===== src/rtl/counter_pkg.sv =====
// Shared definitions for the 10..40 loadable up/down counter family:
// default bounds, data width, monitor FSM states and the next-count rule.
package counter_pkg;

  localparam int WIDTH = 8;
  localparam int LOW   = 10;
  localparam int HIGH  = 40;

  typedef enum logic {
    HUNT  = 1'b0,
    CHECK = 1'b1
  } mon_state_t;

  // Next legal counter value, in priority order: reset/out-of-range recovery,
  // load, count up with wrap HIGH->LOW, count down with wrap LOW->HIGH.
  // Operands are zero-extended to 32 bits; callers truncate to their width,
  // which gives the modulo 2^WIDTH behaviour of the +1/-1 steps.
  function automatic logic [31:0] next_count(
    input logic [31:0] cnt,
    input logic [31:0] d,
    input logic        rst_n,
    input logic        load,
    input logic        dir,
    input logic [31:0] low,
    input logic [31:0] high
  );
    logic [31:0] nxt;
    if (!rst_n || (cnt > high) || (cnt < low)) begin
      nxt = low;
    end else if (load) begin
      nxt = d;
    end else if (dir) begin
      nxt = (cnt >= high) ? low : cnt + 32'd1;
    end else begin
      nxt = (cnt <= low) ? high : cnt - 32'd1;
    end
    return nxt;
  endfunction

endpackage


===== src/rtl/counter_10_to_40_predictor.sv =====
// Combinational prediction of the counter's next output from the captured
// history, plus flags telling whether that prediction is a wrapping count step.
module counter_10_to_40_predictor
  import counter_pkg::*;
#(
  parameter int WIDTH = counter_pkg::WIDTH,
  parameter int LOW   = counter_pkg::LOW,
  parameter int HIGH  = counter_pkg::HIGH
) (
  input  logic [WIDTH-1:0] h_cnt,
  input  logic             h_rst_n,
  input  logic             h_load,
  input  logic [WIDTH-1:0] h_d,
  input  logic             h_dir,
  output logic [WIDTH-1:0] pred,
  output logic             step_wrap_up,
  output logic             step_wrap_dn
);

  localparam logic [WIDTH-1:0] LOW_W  = WIDTH'(LOW);
  localparam logic [WIDTH-1:0] HIGH_W = WIDTH'(HIGH);

  logic in_range;
  logic counting;

  assign in_range = (h_cnt >= LOW_W) && (h_cnt <= HIGH_W);
  assign counting = h_rst_n && in_range && !h_load;

  assign pred = WIDTH'(next_count(32'(h_cnt), 32'(h_d), h_rst_n, h_load, h_dir,
                                  32'(LOW), 32'(HIGH)));

  // Wraps only come from plain count steps, never from loads or recovery.
  assign step_wrap_up = counting &&  h_dir && (h_cnt == HIGH_W);
  assign step_wrap_dn = counting && !h_dir && (h_cnt == LOW_W);

endmodule


===== src/rtl/counter_10_to_40_seq_monitor.sv =====
// Passive checker beside the 10..40 counter: captures what the counter saw,
// predicts its next output, and reports errors, wraps, range and lock.
module counter_10_to_40_seq_monitor
  import counter_pkg::*;
#(
  parameter int WIDTH    = counter_pkg::WIDTH,
  parameter int LOW      = counter_pkg::LOW,
  parameter int HIGH     = counter_pkg::HIGH,
  parameter int LOCK_CNT = 3,
  parameter int ERR_W    = 8
) (
  input  logic             clk,
  input  logic             reset_al_in,
  input  logic             mon_en_in,
  input  logic             cnt_rst_al_in,
  input  logic             load_en_in,
  input  logic [WIDTH-1:0] d_in,
  input  logic             ahup_aldown,
  input  logic [WIDTH-1:0] count_in,
  output logic             err_out,
  output logic [ERR_W-1:0] err_cnt_out,
  output logic             wrap_up_out,
  output logic             wrap_dn_out,
  output logic             range_out,
  output logic             locked_out
);

  localparam int               LOCK_W   = $clog2(LOCK_CNT + 1);
  localparam logic [LOCK_W-1:0] LOCK_MAX = LOCK_W'(LOCK_CNT);
  localparam logic [WIDTH-1:0]  LOW_W    = WIDTH'(LOW);
  localparam logic [WIDTH-1:0]  HIGH_W   = WIDTH'(HIGH);

  mon_state_t        state_q, state_d;
  logic [WIDTH-1:0]  h_cnt;
  logic              h_rst_n;
  logic              h_load;
  logic [WIDTH-1:0]  h_d;
  logic              h_dir;
  logic [WIDTH-1:0]  pred;
  logic              step_wrap_up;
  logic              step_wrap_dn;
  logic [LOCK_W-1:0] lock_cnt_q;
  logic [LOCK_W-1:0] lock_cnt_inc;
  logic              checking;
  logic              match;
  logic              out_of_range;

  counter_10_to_40_predictor #(
    .WIDTH (WIDTH),
    .LOW   (LOW),
    .HIGH  (HIGH)
  ) u_predictor (
    .h_cnt        (h_cnt),
    .h_rst_n      (h_rst_n),
    .h_load       (h_load),
    .h_d          (h_d),
    .h_dir        (h_dir),
    .pred         (pred),
    .step_wrap_up (step_wrap_up),
    .step_wrap_dn (step_wrap_dn)
  );

  assign checking     = (state_q == CHECK) && mon_en_in;
  assign match        = (count_in == pred);
  assign out_of_range = (count_in < LOW_W) || (count_in > HIGH_W);
  assign lock_cnt_inc = (lock_cnt_q == LOCK_MAX) ? LOCK_MAX : lock_cnt_q + 1'b1;

  // Capture the counter's output and controls on every enabled sample.
  always_ff @(posedge clk or negedge reset_al_in) begin
    if (!reset_al_in) begin
      h_cnt   <= '0;
      h_rst_n <= 1'b0;
      h_load  <= 1'b0;
      h_d     <= '0;
      h_dir   <= 1'b0;
    end else if (mon_en_in) begin
      h_cnt   <= count_in;
      h_rst_n <= cnt_rst_al_in;
      h_load  <= load_en_in;
      h_d     <= d_in;
      h_dir   <= ahup_aldown;
    end
  end

  // FSM state register.
  always_ff @(posedge clk or negedge reset_al_in) begin
    if (!reset_al_in) begin
      state_q <= HUNT;
    end else begin
      state_q <= state_d;
    end
  end

  // A disabled cycle always falls back to HUNT; an enabled one leads to CHECK.
  always_comb begin
    state_d = state_q;
    if (mon_en_in) begin
      state_d = CHECK;
    end else begin
      state_d = HUNT;
    end
  end

  // Pulse outputs, saturating error count and lock tracking.
  always_ff @(posedge clk or negedge reset_al_in) begin
    if (!reset_al_in) begin
      err_out     <= 1'b0;
      err_cnt_out <= '0;
      wrap_up_out <= 1'b0;
      wrap_dn_out <= 1'b0;
      range_out   <= 1'b0;
      locked_out  <= 1'b0;
      lock_cnt_q  <= '0;
    end else begin
      err_out     <= checking && !match;
      wrap_up_out <= checking && match && step_wrap_up;
      wrap_dn_out <= checking && match && step_wrap_dn;
      range_out   <= checking && out_of_range;
      if (checking) begin
        if (match) begin
          lock_cnt_q <= lock_cnt_inc;
          locked_out <= (lock_cnt_inc == LOCK_MAX);
        end else begin
          lock_cnt_q <= '0;
          locked_out <= 1'b0;
          if (err_cnt_out != '1) begin
            err_cnt_out <= err_cnt_out + 1'b1;
          end
        end
      end else if (mon_en_in) begin
        lock_cnt_q <= '0;
        locked_out <= 1'b0;
      end
    end
  end

endmodule


===== config.mk =====
export PLATFORM = sky130hd
export DESIGN_NAME = counter_10_to_40_seq_monitor
export DESIGN_NICKNAME = d
export VERILOG_FILES = /design/src/rtl/counter_pkg.sv /design/src/rtl/counter_10_to_40_predictor.sv /design/src/rtl/counter_10_to_40_seq_monitor.sv
export SDC_FILE = /design/constraint.sdc
export NUM_CORES = 1
export LEC_CHECK = 0
export ABC_AREA = 1
export ABC_CLOCK_PERIOD_IN_PS = 2100
export BUFFER_PORTS_ARGS = -buffer_cell sky130_fd_sc_hd__buf_2
export CORE_MARGIN = 3
export CORE_UTILIZATION = 30
export CTS_BUF_LIST = sky130_fd_sc_hd__clkbuf_8
export DETAILED_ROUTE_END_ITERATION = 12
export PLACE_DENSITY = 0.57
export SYNTH_ARGS = -nofsm -noshare
export SYNTH_HDL_FRONTEND = slang
export SYNTH_SLANG_ARGS = --single-unit
export TNS_END_PERCENT = 20

===== constraint.sdc =====
create_clock -name clk -period 2.1 [get_ports clk]
set_input_delay 0.42 -clock clk [delete_from_list [all_inputs] [get_ports clk]]
set_output_delay 0.42 -clock clk [all_outputs]
set_load 0.02 [all_outputs]

==> impl_metrics.ini, run 1 <==
[place]
place_congestion = 0.848
post-dp-hpwl_um = 4280
detailed_place.area_um2 = 2610
preCtsSetupSlack_ns = -0.119
port_buffers = 34
dp.cells = 446

[sta]
setup_violations = 0
setup_tns_ns = 0
final.min_clock_period_ns = 2.08
worstMarginPinSlew_ns = 0.816
grt_setup_unrepaired = true
finalCritPeriodShare_pct = 99.0
hold_viol = 0
slew_viol_final = 0
fin_hold_ws_ns = 0.220
relSlewSlack_pct = 45.6
clock_skew_ns = 0.00575
max_freq_mhz = 481
setup_slack_ns = 0.0201

[global_routing]
overflow = 0
grt_max_degree = 36
grt_pass1_vias = 2184
antenna_found_initial = 0
grt_usage_pct = 14.5
grt_pass1_wl_um = 10000

[floorplan]
dieArea_um2 = 8770
coreArea_um2 = 7370
fp.dieH_um = 93.7
rows = 31
boundaryPins = 35
die_width_um = 93.7
initial_core_util_pct = 31.3

[detailed_routing]
antenna_left = 0
drtPass1Iterations = 4
drt_iter0_drc = 115
routed_wl_um = 5970
viasPerCell = 4.64
vias = 2161
wl_per_cell_um = 12.8
drc = 0

[clock_network]
clkSlewWorstSetupHoldPaths_ns = 0.08
cts_buffers = 5
hold_buffers = 0
insertion_delay_ns = 0.29
cts_tree = yes
root_buffer = clkbuf_8
cts_sinks = 35
cts-htree-levels = 2
clock_path_buffers = 2

[setup_path]
cp_max_fo = 8
slowest_stage = dfrtp_2
path_cells = inv_2, ha_2, inv_1, nor2_4, nand2_2, nand3_1, nand3_1, nand3_1, nand3_1, nand2_1, nand3_2, nor2_4, nand2_4, nand3_4, nand2_1, nand2_1
crit_type = reg2reg
cp-start-kind = flop
arrival_ns = 2.31
end_kind = flop
path_common_cell = nand3_1
max_stage_delay_ns = 0.43
cp.required_ns = 2.33

[finish]
layout-drive-gt1-share_pct = 32.4
nets = 392
syn2layout_area_growth_pct = 25.1
diodes = 0
final_cells = 466
final_area_um2 = 2890

[synth]
syn_area_um2 = 2310
synth_seq_cells = 35
syn_area_per_cell_um2 = 7.37
netlist-cell-type-count = 29
synth_nets = 339
netlist_instances = 313
yosysWarnings = 0
yosysSeqAreaShare_pct = 38.0

[power]
pwr-share-seq_pct = 43.9
p_int_w = 0.00119
power.density_nw_per_um2 = 654
leakagePower_nw = 1.42
switchingPower_w = 0.000699
pwr-share-clk_pct = 25.8
swShare_pct = 37.1
combPwrFrac_pct = 30.3
ir_worst_vdd_v = 0.000294

[run_status]
status = completed

[job]
maxCapViolCount = 0

[hold_path]
hold_class = in2async
==> critical path, delay by kind of cell (launching register included) <==
kind | cells | cell delay, ns
flops | 1 | 0.43
buf+inv | 2 | 0.15
fa+ha+maj | 1 | 0.17
simple gates | 13 | 1.25
==> path summary, 6_finish.rpt <==
path / from / to / slack, ns / cells past startpoint
min in group clk: d_in[6] / h_d[6] / 0.33 / 3
worst max-delay path: h_cnt[1] / err_cnt_out[6] / 0.02 / 16
worst min register to register: h_d[6] / h_d[6] / 0.48 / 2
max in group asynchronous: reset_al_in / h_cnt[5] / 1.32 / 1
worst max register to register: h_cnt[1] / err_cnt_out[6] / 0.02 / 16
worst min-delay path: reset_al_in / err_cnt_out[3] / 0.22 / 1
==> power groups by stage <==
| stage | sequential, W | combinational (W) | clock, W |
|---|---|---|---|
| 4_1_cts | 0.000825 | 0.000537 | 0.000510 |
| 6_report | 0.000829 | 0.000571 | 0.000487 |
| 5_1_grt | 0.000841 | 0.000641 | 0.000541 |
| 3_5_place_dp | 0.000837 | 0.000510 | 0 |
| 3_3_place_gp | 0.000837 | 0.000504 | 0 |
| 2_1_floorplan | 0.000858 | 0.000321 | 0 |
==> through the flow <==
step | util, % | power [W]
detailed placement | 35.5 | 0.00135
global placement | 35.5 | 0.00134
floorplan | - | 0.00118
CTS | 37.7 | 0.00187
global route | 39.2 | 0.00202
finish | 39.2 | 0.00189
==> cell usage after synthesis <==
master	number	area share [%]
nand2_1	102	17
dfrtp_1	35	38
inv_1	25	4.1
nor2_1	23	3.7
o21ai_0	23	5.0
nand3_1	21	4.6
nand4_1	10	2.7
nor2_4	8	3.9
xor2_1	7	2.7
inv_2	6	0.98
clkbuf_1	5	0.81
nor2_2	5	1.4
a21oi_1	4	0.87
a21oi_2	4	1.5
ha_1	4	2.2
nand2_2	4	1.1
o21ai_1	4	0.87
nand2_4	3	1.5
nand3_2	3	1.3
nand3b_1	3	0.98
nor3_1	3	0.65
a31oi_1	2	0.54
buf_6	2	0.98
nand3_4	2	1.5
buf_2	1	0.22
clkinv_1	1	0.16
clkinv_2	1	0.22
o21ai_4	1	0.71
xnor2_1	1	0.38
==> sequential cells by signal, summed over array words and instances, names as in the netlist <==
signal       cells
h_load           1
state_q          1
h_d              8
h_rst_n          1
h_cnt            8
err_cnt_out      8
wrap_dn_out      1
h_dir            1
lock_cnt_q       2
range_out        1
wrap_up_out      1
err_out          1
locked_out       1
==> cell usage in the layout, fill, tap and decap left out, types with 7 or more instances in the layout <==
master   count
buf_2       34
buf_4       17
dfrtp_1     30
inv_1       26
nand2_1     98
nand2_2      8
nand3_1     19
nand4_1     10
nor2_1      19
nor2_4      12
o21ai_0     19
xor2_1       7
==> layer usage <==
metal	global-route usage, %	routed length (um)
met4	4.81	91
met2	24.5	2910
met5	0	0
met1	18.5	2770
met3	2.64	206
==> timing repair <==
action,CTS,global route
gates resized for setup,8,24
setup buffers,6,4
gates cloned,2,0
pin swaps,6,10
endpoints found under the setup margin,13,14
==> kinds of logic (layout without fill, tap and decap cells) <==
logic type	after synthesis	in the layout	share of synthesized area [%]
buffers and inverters	41	93	7.43
XOR/XNOR	8	8	3.04
AO/OA/AOI/OAI	38	38	9.50
AND/OR/NAND/NOR	187	189	39.9
flip-flops	35	35	38.0
adder cells (fa/ha/maj)	4	4	2.17
==> cell type report <==
type	instances	area (um^2)
inverter	33	125
multi-input combinational	239	1360
sequential	35	882
timing repair buffer	52	309
tap	99	124
clock buffer	5	68.8
fill	791	4480
clock inverter	3	16.3
No activity file was read; power rests on OpenSTA's default activity.
==> inputs of run 2 (changes only) <==
- ABC_CLOCK_PERIOD_IN_PS: 2100 -> 2250
- CELL_PAD_IN_SITES_DETAIL_PLACEMENT: unset -> 1
- CELL_PAD_IN_SITES_GLOBAL_PLACEMENT: unset -> 1
- PLACE_DENSITY: 0.57 -> 0.71
- clock period: 2.1 -> 2.25 ns (I/O delays scaled with it)
==> impl_metrics.ini, run 2 (synthesized netlist as in run 1, its figures left out) <==
[power]
switchingPower_w = 0.000669
swShare_pct = 37.7
power.density_nw_per_um2 = 613
combPwrFrac_pct = 31.2
pwr-share-clk_pct = 25.2
ir_worst_vdd_v = 0.000267
p_int_w = 0.00111
leakagePower_nw = 1.41
pwr-share-seq_pct = 43.5

[global_routing]
grt_pass1_wl_um = 11100
grt_max_degree = 36
overflow = 0
antenna_found_initial = 0
grt_pass1_vias = 2258
grt_usage_pct = 16.0

[finish]
multi_input_comb_area_um2 = 1400
mostFrequentLayoutCell = nand2_1
diodes = 0
nFillCells = 951
final_cells = 461
layout-drive-gt1-share_pct = 30.7
reg.largest.list = err_cnt_out x8, h_cnt x8, h_d x8
syn2layout_area_growth_pct = 25.4
layout_common_cells = nand2_1 (97), buf_2 (34), dfrtp_1 (33)
seqCellArea_um2 = 878
nets = 387

[sta]
setup_tns_ns = 0
hold_viol = 0
relSlewSlack_pct = 45.0
setup_violations = 0
finalCritPeriodShare_pct = 94.8
worstMarginPinSlew_ns = 0.825
final.min_clock_period_ns = 2.13
clock_skew_ns = 0.00443
max_freq_mhz = 469
slew_viol_final = 0
grt_setup_unrepaired = true

[detailed_routing]
vias = 2186
wl_met2_um = 3250
drc = 0
met3_length_um = 171
antenna_left = 0
drtPass1Iterations = 4
drt_iter0_drc = 106
routed_wl_um = 6670
wl_per_cell_um = 14.5
highest_layer = met4
viasPerCell = 4.74
wl_met1_um = 3110

[setup_path]
worstSetupEndpoint = err_cnt_out[5]
r2r_end = err_cnt_out[5]
end_kind = flop
cp.required_ns = 2.48
rr_startpoint = h_cnt[0]
cp-startpoint = h_cnt[0]
cp_max_fo = 8
rr_worst_depth = 16
crit_type = reg2reg
arrival_ns = 2.36
cp-start-kind = flop
r2r_slack_ns = 0.12

[clock_network]
cts_sinks = 35
hold_buffers = 0
cts-htree-levels = 2
clkSlewWorstSetupHoldPaths_ns = 0.07
insertion_delay_ns = 0.29
clock_path_buffers = 2
root_buffer = clkbuf_8
cts_tree = yes
cts_buffers = 5

[hold_path]
hold_class = in2async

[floorplan]
fp.dieH_um = 93.7
initial_core_util_pct = 31.3
coreArea_um2 = 7370
rows = 31
die_width_um = 93.7
boundaryPins = 35
dieArea_um2 = 8770

[place]
port_buffers = 34
dp.cells = 446
place_congestion = 0.862
post-dp-hpwl_um = 4990

[run_status]
status = completed

[job]
maxCapViolCount = 0
run 2: cell count changes in the layout (fill, tap and decap cells not counted), moves of 2 or more:
cell	previous run	this run
o21ai_2	3	1
buf_4	17	10
dfrtp_2	5	2
inv_4	0	2
dfrtp_1	30	33
buf_6	1	3
a21oi_4	0	3
a21oi_2	5	1
run 2: critical path: stages, from the launching register on:
cell	delay [ns]
dfrtp_1	0.43
inv_4	0.12
buf_6	0.11
nand2_4	0.05
nor2_4	0.10
nand2_2	0.07
nand2_4	0.08
nand3_4	0.14
a21oi_4	0.15
nand3b_1	0.09
nand2_1	0.09
nand2_2	0.07
nor2_4	0.20
nand2_4	0.10
nand3_4	0.12
nand2_1	0.07
nand2_1	0.06
run 2: stage by stage:
| step | instance area, um^2 | utilization [%] | hold slack (ns) | power [W] | setup slack (ns) |
|---|---|---|---|---|---|
| after detailed placement | 2610 | 35.5 | 0.464 | 0.00127 | 0.0282 |
| final | 2890 | 39.3 | 0.251 | 0.00177 | 0.116 |
| after global routing | 2890 | 39.3 | 0.331 | 0.00190 | -0.0842 |
| after global placement | 2610 | 35.5 | 0.458 | 0.00126 | 0.0899 |
| after floorplan | 2310 | - | 0.154 | 0.00110 | 0.360 |
| after CTS | 2700 | 36.6 | 0.284 | 0.00173 | 0.0449 |
run 2: worst min-delay path by stage:
stage	slack (ns)	to	start
2_1_floorplan	0.15	err_cnt_out[0]	reset_al_in
3_3_place_gp	0.46	h_d[0]	h_d[0]
3_5_place_dp	0.46	h_d[6]	h_d[6]
4_1_cts	0.28	err_cnt_out[3]	reset_al_in
5_1_grt	0.33	err_cnt_out[1]	reset_al_in
6_report	0.25	err_cnt_out[3]	reset_al_in
run 2: metal layers:
layer / up-vias / track usage, %
met4: 0 / 5.17
li1: 1097 / -
met1: 1044 / 21.6
met5: - / 0
met3: 10 / 2.24
met2: 35 / 26.6
run 2: final cells by class:
| class | instances | area share, % |
|---|---|---|
| Clock inverter | 3 | 0.562 |
| Sequential cell | 35 | 30.4 |
| Clock buffer | 5 | 2.38 |
| Multi-Input combinational cell | 239 | 48.3 |
| Tap cell | 99 | 4.28 |
| Timing Repair Buffer | 47 | 9.65 |
| Inverter | 33 | 4.50 |
run 2: power by group through the flow:
| stage | Clock (W) | Combinational [W] | Sequential, W |
|---|---|---|---|
| global placement | 0 | 0.000484 | 0.000778 |
| global route | 0.000496 | 0.000624 | 0.000784 |
| finish | 0.000448 | 0.000554 | 0.000773 |
| detailed placement | 0 | 0.000494 | 0.000780 |
| floorplan | 0 | 0.000300 | 0.000801 |
| CTS | 0.000465 | 0.000498 | 0.000768 |
run 2: what timing repair did:
item / in CTS / in global routing
gates cloned: 0 / 2
gates resized for setup: 1 / 36
setup buffers: 0 / 5
endpoints found under the setup margin: 1 / 13
pin swaps: 0 / 7
==> inputs of run 3 (changes only) <==
- RECOVER_POWER: unset -> 100
==> impl_metrics.ini, run 3 (synthesized netlist as in run 1, its figures left out) <==
[detailed_routing]
vias = 2183
antenna_left = 0
drtPass1Iterations = 4
routed_wl_um = 6680
viasPerCell = 4.74
drt_iter0_drc = 114
wl_per_cell_um = 14.5
drc = 0

[finish]
syn2layout_area_growth_pct = 24.6
layout-drive-gt1-share_pct = 26.8
multi_input_comb_area_um2 = 1400
final_cells = 461
nets = 387
layout_common_cells = nand2_1 (97), dfrtp_1 (33), inv_1 (25)
mostFrequentLayoutCell = nand2_1
diodes = 0
nFillCells = 956
seqCellArea_um2 = 878
reg.largest.list = err_cnt_out x8, h_cnt x8, h_d x8

[setup_path]
cp.depth = 16
cp.required_ns = 2.48
cp_max_fo = 8
r2r_slack_ns = 0.12
crit_type = reg2reg
path_cells = inv_4, buf_6, nand2_4, nor2_4, nand2_2, nand2_4, nand3_4, a21oi_4, nand3b_1, nand2_1, nand2_2, nor2_4, nand2_4, nand3_4, nand2_1, nand2_1
cp-start-kind = flop
slowest_stage = dfrtp_1
cp_top_family = simple AND/OR/NAND/NOR gates
max_stage_delay_ns = 0.43
path_buf_inv = 2
rr_worst_depth = 16
end_kind = flop
arrival_ns = 2.36

[global_routing]
grt_max_degree = 36
grt_pass1_vias = 2258
grtUsageMet1_pct = 21.6
met3_usage_pct = 2.24
grtUsageMet2_pct = 26.6
antenna_found_initial = 0
grt.busiest_layer = met2
grt_usage_pct = 16.0
overflow = 0
grt_pass1_wl_um = 11100

[place]
post-dp-hpwl_um = 4990
port_buffers = 34
dp.cells = 446
place_congestion = 0.862

[floorplan]
coreArea_um2 = 7370
rows = 31
initial_core_util_pct = 31.3
boundaryPins = 35
fp.dieH_um = 93.7
dieArea_um2 = 8770
die_width_um = 93.7

[sta]
setup_violations = 0
worstMarginPinSlew_ns = 1.30
finalCritPeriodShare_pct = 94.9
max_freq_mhz = 469
slew_viol_final = 0
fin_hold_ws_ns = 0.280
clock_skew_ns = 0.00613
grt_setup_unrepaired = true
relSlewSlack_pct = 13.5
hold_viol = 0
final.min_clock_period_ns = 2.13

[power]
power.density_nw_per_um2 = 616
ir_worst_vdd_v = 0.000267
leakagePower_nw = 1.35

[clock_network]
clock_path_buffers = 2
cts_tree = yes
insertion_delay_ns = 0.29
hold_buffers = 0
cts_buffers = 5
root_buffer = clkbuf_8
cts-htree-levels = 2
cts_sinks = 35
clkSlewWorstSetupHoldPaths_ns = 0.08

[hold_path]
hold_class = in2async

[job]
maxCapViolCount = 0

[run_status]
status = completed
[run 3: changes by cell type in the layout (fill, tap and decap cells not counted), sizes merged]
cell,delta
clkbuf,+15
buf,-15
[run 3: stage by stage]
step           cell area, um^2  setup WS, ns  setup TNS [ns]  util, %  power, W
6_report                  2870         0.116               0     39.0   0.00177
5_1_grt                   2870       -0.0842          -0.720     39.0   0.00190
4_1_cts                   2700        0.0449               0     36.6   0.00173
3_5_place_dp              2610        0.0282               0     35.5   0.00127
3_3_place_gp              2610        0.0899               0     35.5   0.00126
2_1_floorplan             2310         0.360               0        -   0.00110
[run 3: metal layers]
layer / part of all wire, % / routed length, um
met2: 49 / 3290
met3: 2.7 / 179
met5: 0 / 0
met4: 1.6 / 106
met1: 47 / 3110
[run 3: cell type report]
class / count / area share (%)
clock buffer: 5 / 2.40
multi-input combinational: 239 / 48.6
clock inverter: 3 / 0.566
tap: 99 / 4.31
inverter: 33 / 4.53
timing repair buffer: 47 / 9.02
sequential: 35 / 30.6
[run 3: what timing repair did]
action,in CTS,in global routing
setup buffers,0,5
setup endpoints to repair,1,13
gates cloned,0,2
pin swaps,0,7
gates resized for setup,1,36
[run 3: final timing paths]
| path | start | end |
|---|---|---|
| hold / removal | reset_al_in | err_cnt_out[3] |
| max in group asynchronous | reset_al_in | h_cnt[4] |
| hold reg to reg | h_d[6] | h_d[6] |
| min in group clk | d_in[6] | h_d[6] |
| setup / recovery | h_cnt[0] | err_cnt_out[5] |
| setup reg to reg | h_cnt[0] | err_cnt_out[5] |
[run 3: power by group]
group / leakage [nW] / switching [W] / internal, W
logic: 0.867 / 0.000355 / 0.000190
clock network: 0.0453 / 0.000238 / 0.000212
registers: 0.443 / 0.0000809 / 0.000694
total: 1.35 / 0.000674 / 0.00110
